**src/rtl/instruction_fetch_queue.sv**
```systemverilog
// Instruction fetch queue: owns the PC, issues word reads to imem, buffers returned words in order.
// Latency: response to instValid 1 cycle (0 with IFQ_BYPASS_EN defined); redirect to new instValid 2 + mem latency.
// Backpressure: instReady low holds the head; issue stops once queued + outstanding words reach DEPTH.

// Generic in-order FIFO with synchronous clear.
// Latency: a pushed word reaches the head on the next cycle.
// Backpressure: none internal; the owner must not push when full (a push alongside a pop is always accepted).
module ifq_fifo #(
  parameter int W     = 64,
  parameter int DEPTH = 4
) (
  input  logic                   clk,
  input  logic                   rst,
  input  logic                   clr,
  input  logic                   push_vld,
  input  logic [W-1:0]           push_dat,
  input  logic                   pop_rdy,
  output logic                   head_vld,
  output logic [W-1:0]           head_dat,
  output logic [$clog2(DEPTH):0] count
);
  localparam int AW = $clog2(DEPTH);

  logic [W-1:0]  store [DEPTH];
  logic [AW-1:0] rd_ptr;
  logic [AW-1:0] wr_ptr;
  logic          do_push;
  logic          do_pop;

  assign head_vld = (count != '0);
  assign head_dat = store[rd_ptr];
  assign do_pop   = pop_rdy & head_vld;
  assign do_push  = push_vld & ((count != (AW+1)'(DEPTH)) | do_pop);

  // Pointer and occupancy update; clear empties the queue without touching storage.
  always_ff @(posedge clk) begin
    if (rst || clr) begin
      rd_ptr <= '0;
      wr_ptr <= '0;
      count  <= '0;
    end else begin
      if (do_push) wr_ptr <= wr_ptr + AW'(1);
      if (do_pop)  rd_ptr <= rd_ptr + AW'(1);
      count <= count + (AW+1)'(do_push) - (AW+1)'(do_pop);
    end
  end

  // Entry storage; unreset because head_dat is only consumed while head_vld is high.
  always_ff @(posedge clk) begin
    if (do_push && !clr) store[wr_ptr] <= push_dat;
  end
endmodule

module instruction_fetch_queue #(
  parameter int          DEPTH    = 4,
  parameter logic [31:0] RESET_PC = 32'h0
) (
  input  logic        clockIF,
  input  logic        resetIF,
  output logic        imemReq,
  output logic [31:0] imemAddr,
  input  logic        imemAck,
  input  logic        imemRvalid,
  input  logic [31:0] imemRdata,
  output logic        instValid,
  input  logic        instReady,
  output logic [31:0] instOut,
  output logic [31:0] pcOut,
  input  logic        redirectValid,
  input  logic [31:0] redirectPc
);
  localparam int CW = $clog2(DEPTH) + 1;

  typedef enum logic [1:0] {IDLE, RUN, FLUSH} state_t;

  typedef struct packed {
    logic [31:0] pc;
    logic [31:0] inst;
  } entry_t;

  state_t        state;
  state_t        state_nxt;
  logic [31:0]   fetch_pc;
  logic [31:0]   fetch_pc_nxt;
  logic [31:0]   tail_pc;
  logic [31:0]   tail_pc_nxt;
  logic [31:0]   redirect_pc_aligned;
  logic [CW-1:0] outstanding;
  logic [CW-1:0] outstanding_nxt;
  logic [CW-1:0] out_after_resp;
  logic [CW-1:0] drop_cnt;
  logic [CW-1:0] drop_nxt;
  logic [CW-1:0] q_count;
  logic [CW:0]   in_use;
  logic          run;
  logic          credit_ok;
  logic          issue;
  logic          resp;
  logic          accept;
  logic          push;
  logic          pop;
  logic          q_head_vld;
  entry_t        q_head;
  entry_t        head;
  entry_t        push_entry;

  assign run                 = (state == RUN);
  assign redirect_pc_aligned = redirectPc & ~32'h3;

  // A response only counts when a request is actually in flight; strays are ignored.
  assign resp           = imemRvalid & (outstanding != '0);
  assign out_after_resp = outstanding - CW'(resp);
  // Responses in RUN outside a redirect cycle are real instructions; everything else is discarded.
  assign accept         = run & resp & ~redirectValid;
  assign push_entry     = '{pc: tail_pc, inst: imemRdata};

  // Queued words plus words in flight may never exceed the queue size, so every response has a slot.
  assign in_use    = {1'b0, q_count} + {1'b0, outstanding};
  assign credit_ok = (in_use < (CW+1)'(DEPTH));

  // Issue is suppressed in the redirect cycle so no request goes out at a wrong-path address.
  assign imemReq  = run & credit_ok & ~redirectValid & ~resetIF;
  assign imemAddr = resetIF ? RESET_PC : fetch_pc;
  assign issue    = imemReq & imemAck;

`ifdef IFQ_BYPASS_EN
  logic   bypass;
  entry_t bypass_entry;

  // Bypass only when nothing is queued: the queued head always has priority for the single output slot.
  assign bypass       = accept & (q_count == '0) & ~resetIF;
  assign bypass_entry = push_entry;
  assign instValid    = (q_head_vld | bypass) & ~resetIF;
  assign head         = q_head_vld ? q_head : bypass_entry;
  assign pop          = instValid & instReady;
  // A bypassed word that is consumed on the spot must not also land in the queue.
  assign push         = accept & ~(bypass & instReady);
`else
  assign instValid = q_head_vld & ~resetIF;
  assign head      = q_head;
  assign pop       = instValid & instReady;
  assign push      = accept;
`endif

  assign instOut = instValid ? head.inst : 32'h0;
  assign pcOut   = instValid ? head.pc   : 32'h0;

  ifq_fifo #(
    .W     ($bits(entry_t)),
    .DEPTH (DEPTH)
  ) u_queue (
    .clk      (clockIF),
    .rst      (resetIF),
    .clr      (redirectValid),
    .push_vld (push),
    .push_dat (push_entry),
    .pop_rdy  (pop & q_head_vld),
    .head_vld (q_head_vld),
    .head_dat (q_head),
    .count    (q_count)
  );

  // Next-state, drain count and PC bookkeeping.
  always_comb begin
    state_nxt       = state;
    drop_nxt        = drop_cnt;
    fetch_pc_nxt    = fetch_pc;
    tail_pc_nxt     = tail_pc;
    outstanding_nxt = outstanding + CW'(issue) - CW'(resp);

    if (issue)  fetch_pc_nxt = fetch_pc + 32'd4;
    if (accept) tail_pc_nxt  = tail_pc + 32'd4;

    if (redirectValid) begin
      // Everything still in flight after this cycle's response belongs to the old path.
      drop_nxt     = out_after_resp;
      fetch_pc_nxt = redirect_pc_aligned;
      tail_pc_nxt  = redirect_pc_aligned;
    end else if (state == FLUSH) begin
      drop_nxt = drop_cnt - CW'(resp);
    end

    case (state)
      IDLE:    state_nxt = RUN;
      RUN:     if (redirectValid && (drop_nxt != '0)) state_nxt = FLUSH;
      FLUSH:   if (drop_nxt == '0) state_nxt = RUN;
      default: state_nxt = IDLE;
    endcase
  end

  // State registers; reset overrides every other input.
  always_ff @(posedge clockIF) begin
    if (resetIF) begin
      state       <= IDLE;
      fetch_pc    <= RESET_PC;
      tail_pc     <= RESET_PC;
      outstanding <= '0;
      drop_cnt    <= '0;
    end else begin
      state       <= state_nxt;
      fetch_pc    <= fetch_pc_nxt;
      tail_pc     <= tail_pc_nxt;
      outstanding <= outstanding_nxt;
      drop_cnt    <= drop_nxt;
    end
  end
endmodule

```
**config.mk**
```make
export PLATFORM = sky130hd
export DESIGN_NAME = instruction_fetch_queue
export DESIGN_NICKNAME = d
export VERILOG_FILES = /design/src/rtl/instruction_fetch_queue.sv
export SDC_FILE = /design/constraint.sdc
export NUM_CORES = 1
export LEC_CHECK = 0
export ABC_AREA = 1
export BUFFER_PORTS_ARGS = -buffer_cell sky130_fd_sc_hd__buf_4
export CORE_MARGIN = 1
export CORE_UTILIZATION = 32
export CTS_CLUSTER_DIAMETER = 120
export DETAILED_ROUTE_END_ITERATION = 7
export PLACE_DENSITY = 0.6
export SYNTH_ARGS = -nofsm -noshare
export SYNTH_HDL_FRONTEND = slang
export SYNTH_HIERARCHICAL = 1
export SYNTH_SLANG_ARGS = --single-unit
```
**constraint.sdc**
```tcl
create_clock -name clockIF -period 7.36 [get_ports clockIF]
set_input_delay 0.736 -clock clockIF [delete_from_list [all_inputs] [get_ports clockIF]]
set_output_delay 0.736 -clock clockIF [all_outputs]
set_load 0.01 [all_outputs]
```
## Word level (Yosys, flattened, before mapping)

Memory sizes are Yosys's and may differ from the RTL's. A register that Yosys moved wholly into a read port is not among the register bits.
Cells that the tools add are included.

- Logic and storage cells: 72
- Memories kept: 1
- Output and inout port bits: 98
- RAM bits: 256
- Register bits after elaboration: 79

Memory list:

| memory | depth | bits a word | rd ports | clocked after Yosys merged registers in | write ports | line | RTL |
|---|---|---|---|---|---|---|---|
| u_queue.store | 4 | 64 | 1 | 1 | 1 | 24 | `logic [W-1:0] store [DEPTH];` |

- Equal/unequal tests: 5
- Add/sub/neg operators: 11
- Reductions and logical operators: 13
- Mux-type cells: 16
- Order comparisons: 1
- Bitwise gates (word level): 15

Operator list:

| operator | count |
|---|---|
| $mux 32 | 7 |
| $add 32x3->32 const B | 2 |
| $and 1x1->1 | 12 |
| $sub 3x1->3 | 4 |
| $reduce_bool 3->1 | 3 |
| $mux 2 | 4 |
| $add 3x1->3 | 2 |
| $mux 3 | 2 |
| $pmux 2 s3 | 1 |
| $add 2x1->2 const B | 2 |
| $add 3x3->4 | 1 |
| $lt 4x3->1 const B | 1 |
| $ne 2x1->1 const B | 2 |
| $reduce_bool 2->1 | 2 |
| $logic_not 3->1 | 1 |
| $ne 3x3->1 const B | 1 |
| $eq 2x1->1 const B | 1 |
| $eq 2x2->1 const B | 1 |
| $logic_and 1x1->1 | 2 |
| $logic_not 2->1 | 1 |
| $mux 1 | 2 |
| $not 1->1 | 2 |
| $reduce_and 2->1 | 1 |
| $reduce_or 2->1 | 1 |
| other kinds (3) | 3 |

## Logic depth before layout (Yosys ltp)

- Word-level depth: 10
- Depth in mapped cells: 16
- Mapped depth without buffers: 15

## Cells and area by module

The synthesis kept the hierarchy.

By module, submodules not included:

| module | instances | area each (sq um) | cells an instance |
|---|---|---|---|
| ifq_fifo | 1 | 10,000.8 | 691 |
| instruction_fetch_queue | 1 | 5,480.3 | 988 |

## Worst setup path after synthesis

Ideal clock, no wire load.

- Path kind: input to register
- Start point: input port resetIF
- End point: memory u_queue.store[0][0], enable pin
- Data arrival time: 4.312 ns
- Stages: 8
- Buffers on the path: 1
- Setup slack: 2.561 ns
- Data required time: 6.873 ns
- Cells stage by stage: inv_2 nand2_1 clkbuf_1 nor2_1 inv_1 nand3_1 nand3b_1 nor2_1

- Word-level cells in the longest chain between the ends: 10

Ends and longest elaborated chain:

| what | line | RTL |
|---|---|---|
| start, declared | 59 | `input logic resetIF,` |
| $not 1->1 | 139 | `assign instValid = q_head_vld & ~resetIF;` |
| $and 1x1->1 | 139 |  |
| $and 1x1->1 | 141 | `assign pop = instValid & instReady;` |
| $and 1x1->1 | 157 | `.pop_rdy (pop & q_head_vld),` |
| $and 1x1->1 | 32 | `assign do_pop = pop_rdy & head_vld;` |
| $or 1x1->1 | 33 | `assign do_push = push_vld & ((count != (AW+1)'(DEPTH)) \| do_pop);` |
| $and 1x1->1 | 33 |  |
| $logic_and 1x1->1 | 50 | `if (do_push && !clr) store[wr_ptr] <= push_dat;` |
| $mux 1 | 50 |  |
| $mux 1 (not written as such) | 50 |  |
| end, declared | 24 |  |

Every way passes these cells.

## Final worst setup path

- Start point: input port resetIF
- End point: memory u_queue.store[1][58], enable pin

The elaborated chain is that of the path after synthesis.

==> run_results.csv <==
group,metric,value,unit
status,status,"finished clean",
detailed_routing,post_drt_wl_per_cell,16.2,um
clocking,clockBufferDepth,3,
worst_setup_path,critPathMaxFanout,77,
global_route,grt.total_usage,16.1,%
logic_synthesis,yosysSeqAreaShare,59.6,%
worst_setup_path,worstPathCellList,"buf_4, inv_2, nand2_2, buf_4, nor2_1, inv_1, nand3_1, nand3b_1, nor2_4, buf_4",
detailed_routing,routed_wl,40000,um
logic_synthesis,synth_warnings,6,
global_route,grt_antenna_before_repair,0,
sta,max_freq,0.259,GHz
die,core_area,47700,um2
detailed_routing,vias,12000,
logic_synthesis,synthArstFlopShare,0,%
pwr,power_density,236,nW/um2
clocking,cts_resized,0,
detailed_routing,antenna_left,0,
min_path,holdCritPathClass,"primary input to flop",
final_layout,fin_area,18400,um2
die,start_util,32.4,%
clocking,htreeDepth,2,
worst_setup_path,worstSetupPathType,"primary input to flop",
sta,tightest_slew,1.18,ns
sta,finalCriticalPeriod,3.85,ns
worst_setup_path,critical_path.top_delay_family,"buffers and inverters",
placement,dp_cells,2399,
clocking,cts_sinks,333,
global_route,grt_pass1_vias,11300,
worst_setup_path,cpMaxStageDelayCell,"buf_4",
logic_synthesis,synth_edf_count,256,
global_route,top_usage_layer,"met2",
global_route,grt_max_degree,105,
sta,setup_viol,0,
pwr,p_total,4330,uW
worst_setup_path,cp.required,7.50,ns
final_layout,diodes,0,
global_route,grt_pass1_wl,62400,um
die,pin_count,168,
final_layout,area_growth,18.6,%
global_route,use_met1,22.5,%
sta,slew_viol_final,0,
global_route,use_met2,25.5,%
die,dieWidth,222,um
logic_synthesis,synth_cells,1679,
logic_synthesis,synth_seq_cells,333,
global_route,grt.overflow.total,0,
placement,place_hpwl,24800,um
sta,finClkSkew,0.0194,ns
clocking,clk_pin_slew_worst_paths,0.06,ns
detailed_routing,vias_per_cell,4.85,
sta,final.period_utilization,52.4,%
logic_synthesis,syn_area,15500,um2
pwr,p_leak,0.00709,uW
placement,gp_congestion,0.917,
detailed_routing,drc,0,
die,die_h,222,um
detailed_routing,initialDrtViolationCount,938,
clocking,cts_tree,"built",
worst_setup_path,endpoint_kind,"flop",
clocking,clockRootBuffer,"clkbuf_16",
flow_run,drv_cap,0,
final_layout,drive_above_1_share,13.8,%
placement,dpl_cell_area,17200,um2
final_layout,utilization,38.5,%
sta,finalHoldViolCount,0,
final_layout,nets,1912,
sta,rsz0062_at_grt,"false",
detailed_routing,drtPass1Iterations,5,
sta,slew_headroom,21.5,%
logic_synthesis,synth-main-ff-cell,"edfxtp_1",
final_layout,fin_cells,2466,
die,fp.dieArea,49300,um2
worst_setup_path,arrival,4.00,ns
worst_setup_path,cp-start-kind,"primary input",
clocking,clk_latency,0.54,ns
clocking,postCtsHoldBufs,0,
logic_synthesis,ys_types,42,
clocking,post_cts_buffers,0,
pwr,peakVddDrop,0.000140,V
die,rows,80,
clocking,cts_buffers,38,
sta,fin_tns_setup,0,ns
logic_synthesis,avgSynthCellArea,9.22,um2
worst_setup_path,cp_common_cell,"buf_4",
worst_setup_path,crit_buf_inv,5,
placement,numPortBuffers,163,
global_route,grtUsageMet3,2.48,%
worst_setup_path,slowest_delay,0.61,ns
## worst reg2reg max path, delay by kind of cell (launching register included)
kind	cells	cell delay [ns]
buffers and inverters	3	1.20
and+or+nand+nor	7	1.33
DFF	1	0.44
## final timing paths
kind | startpoint | to | slack, ns | depth (start not counted)
hold reg to reg | u_queue/rd_ptr[1]$_SDFFE_PP0N_ | flop | 0.50 | 2
setup reg to reg | u_queue/count[1]$_SDFF_PP0_ | u_queue/store[1][58]$_DFFE_PP_ | 3.94 | 10
setup / recovery | resetIF | u_queue/store[1][58]$_DFFE_PP_ | 3.51 | 10
hold / removal | imemRdata[6] | u_queue/store[1][6]$_DFFE_PP_ | 0.39 | 1
## final cells by class
| cell class | instances | area (um2) |
|---|---|---|
| clock buffer | 54 | 1060 |
| clock inverter | 13 | 136 |
| fill | 4765 | 29400 |
| inverter | 192 | 723 |
| multi-input combinational | 1086 | 5140 |
| sequential | 333 | 9230 |
| tap | 615 | 769 |
| timing repair buffer | 173 | 1300 |
## sequential cells by signal, summed over array words and instances (netlist names), named ones only
| signal | cells |
|---|---|
| u_queue/store | 256 |
| fetch_pc | 30 |
| tail_pc | 30 |
| drop_cnt | 3 |
| outstanding | 3 |
| u_queue/count | 3 |
| state | 2 |
| u_queue/rd_ptr | 2 |
| u_queue/wr_ptr | 2 |
## report_power, final
group	switching (uW)	leakage [uW]	internal, uW
Clock	744	0.000583	1080
Sequential	64.6	0.00296	2090
Combinational	221	0.00355	130
## per-stage QoR
step / worst slack [ns] / hold slack (ns)
floorplan: 2.56 / 0.447
global placement: 2.96 / 0.463
detailed placement: 2.89 / 0.493
CTS: 3.44 / 0.367
global route: 3.20 / 0.376
finish: 3.51 / 0.394
## synthesized netlist by cell type (7+ instances only)
cell type,count,share of area (%)
nor2_1,338,8.2
nand2_1,267,6.5
edfxtp_1,256,50
inv_1,186,4.5
o21ai_0,110,3.6
nand3_1,78,2.5
dfxtp_1,77,10
o22ai_1,64,2.6
a21oi_1,61,2.0
o21ai_1,60,1.9
clkbuf_1,31,0.75
buf_2,18,0.58
ha_1,16,1.3
buf_6,15,1.1
nor3_1,14,0.45
xor2_1,14,0.79
a31oi_1,9,0.36
o211ai_1,7,0.34
## cell families (layout without fill, tap and decap cells)
family | count (synthesis) | in the layout | synth area share [%]
AND/OR/NAND/NOR | 728 | 728 | 19.4
buffers and inverters | 269 | 432 | 7.63
flip-flops | 333 | 333 | 59.6
XOR/XNOR | 17 | 17 | 0.962
AO/OA/AOI/OAI | 313 | 313 | 10.9
other | 1 | 10 | 0.0242
adder cells (fa/ha/maj) | 18 | 18 | 1.55
## cell usage in the layout (no fill, tap or decap), drive strengths merged, types with 6 or more instances in the layout
cell type	Yosys	layout
nor3	20	20
o21ai	170	170
buf	43	173
a21oi	61	61
nand4	6	6
xor2	14	14
conb	1	10
clkinv	2	8
clkbuf	34	54
dfxtp	77	77
edfxtp	256	256
ha	16	16
o22ai	64	64
o211ai	7	7
a31oi	9	9
nand2	270	270
nor2	343	343
nand3	81	81
inv	190	194
## per-layer routing
metal  vias up  wire length, um
met1      5605            18500
li1       5903                -
met4         0              969
met5         -                0
met2       390            17900
met3        60             2650
(Power assumes the default switching activity.)
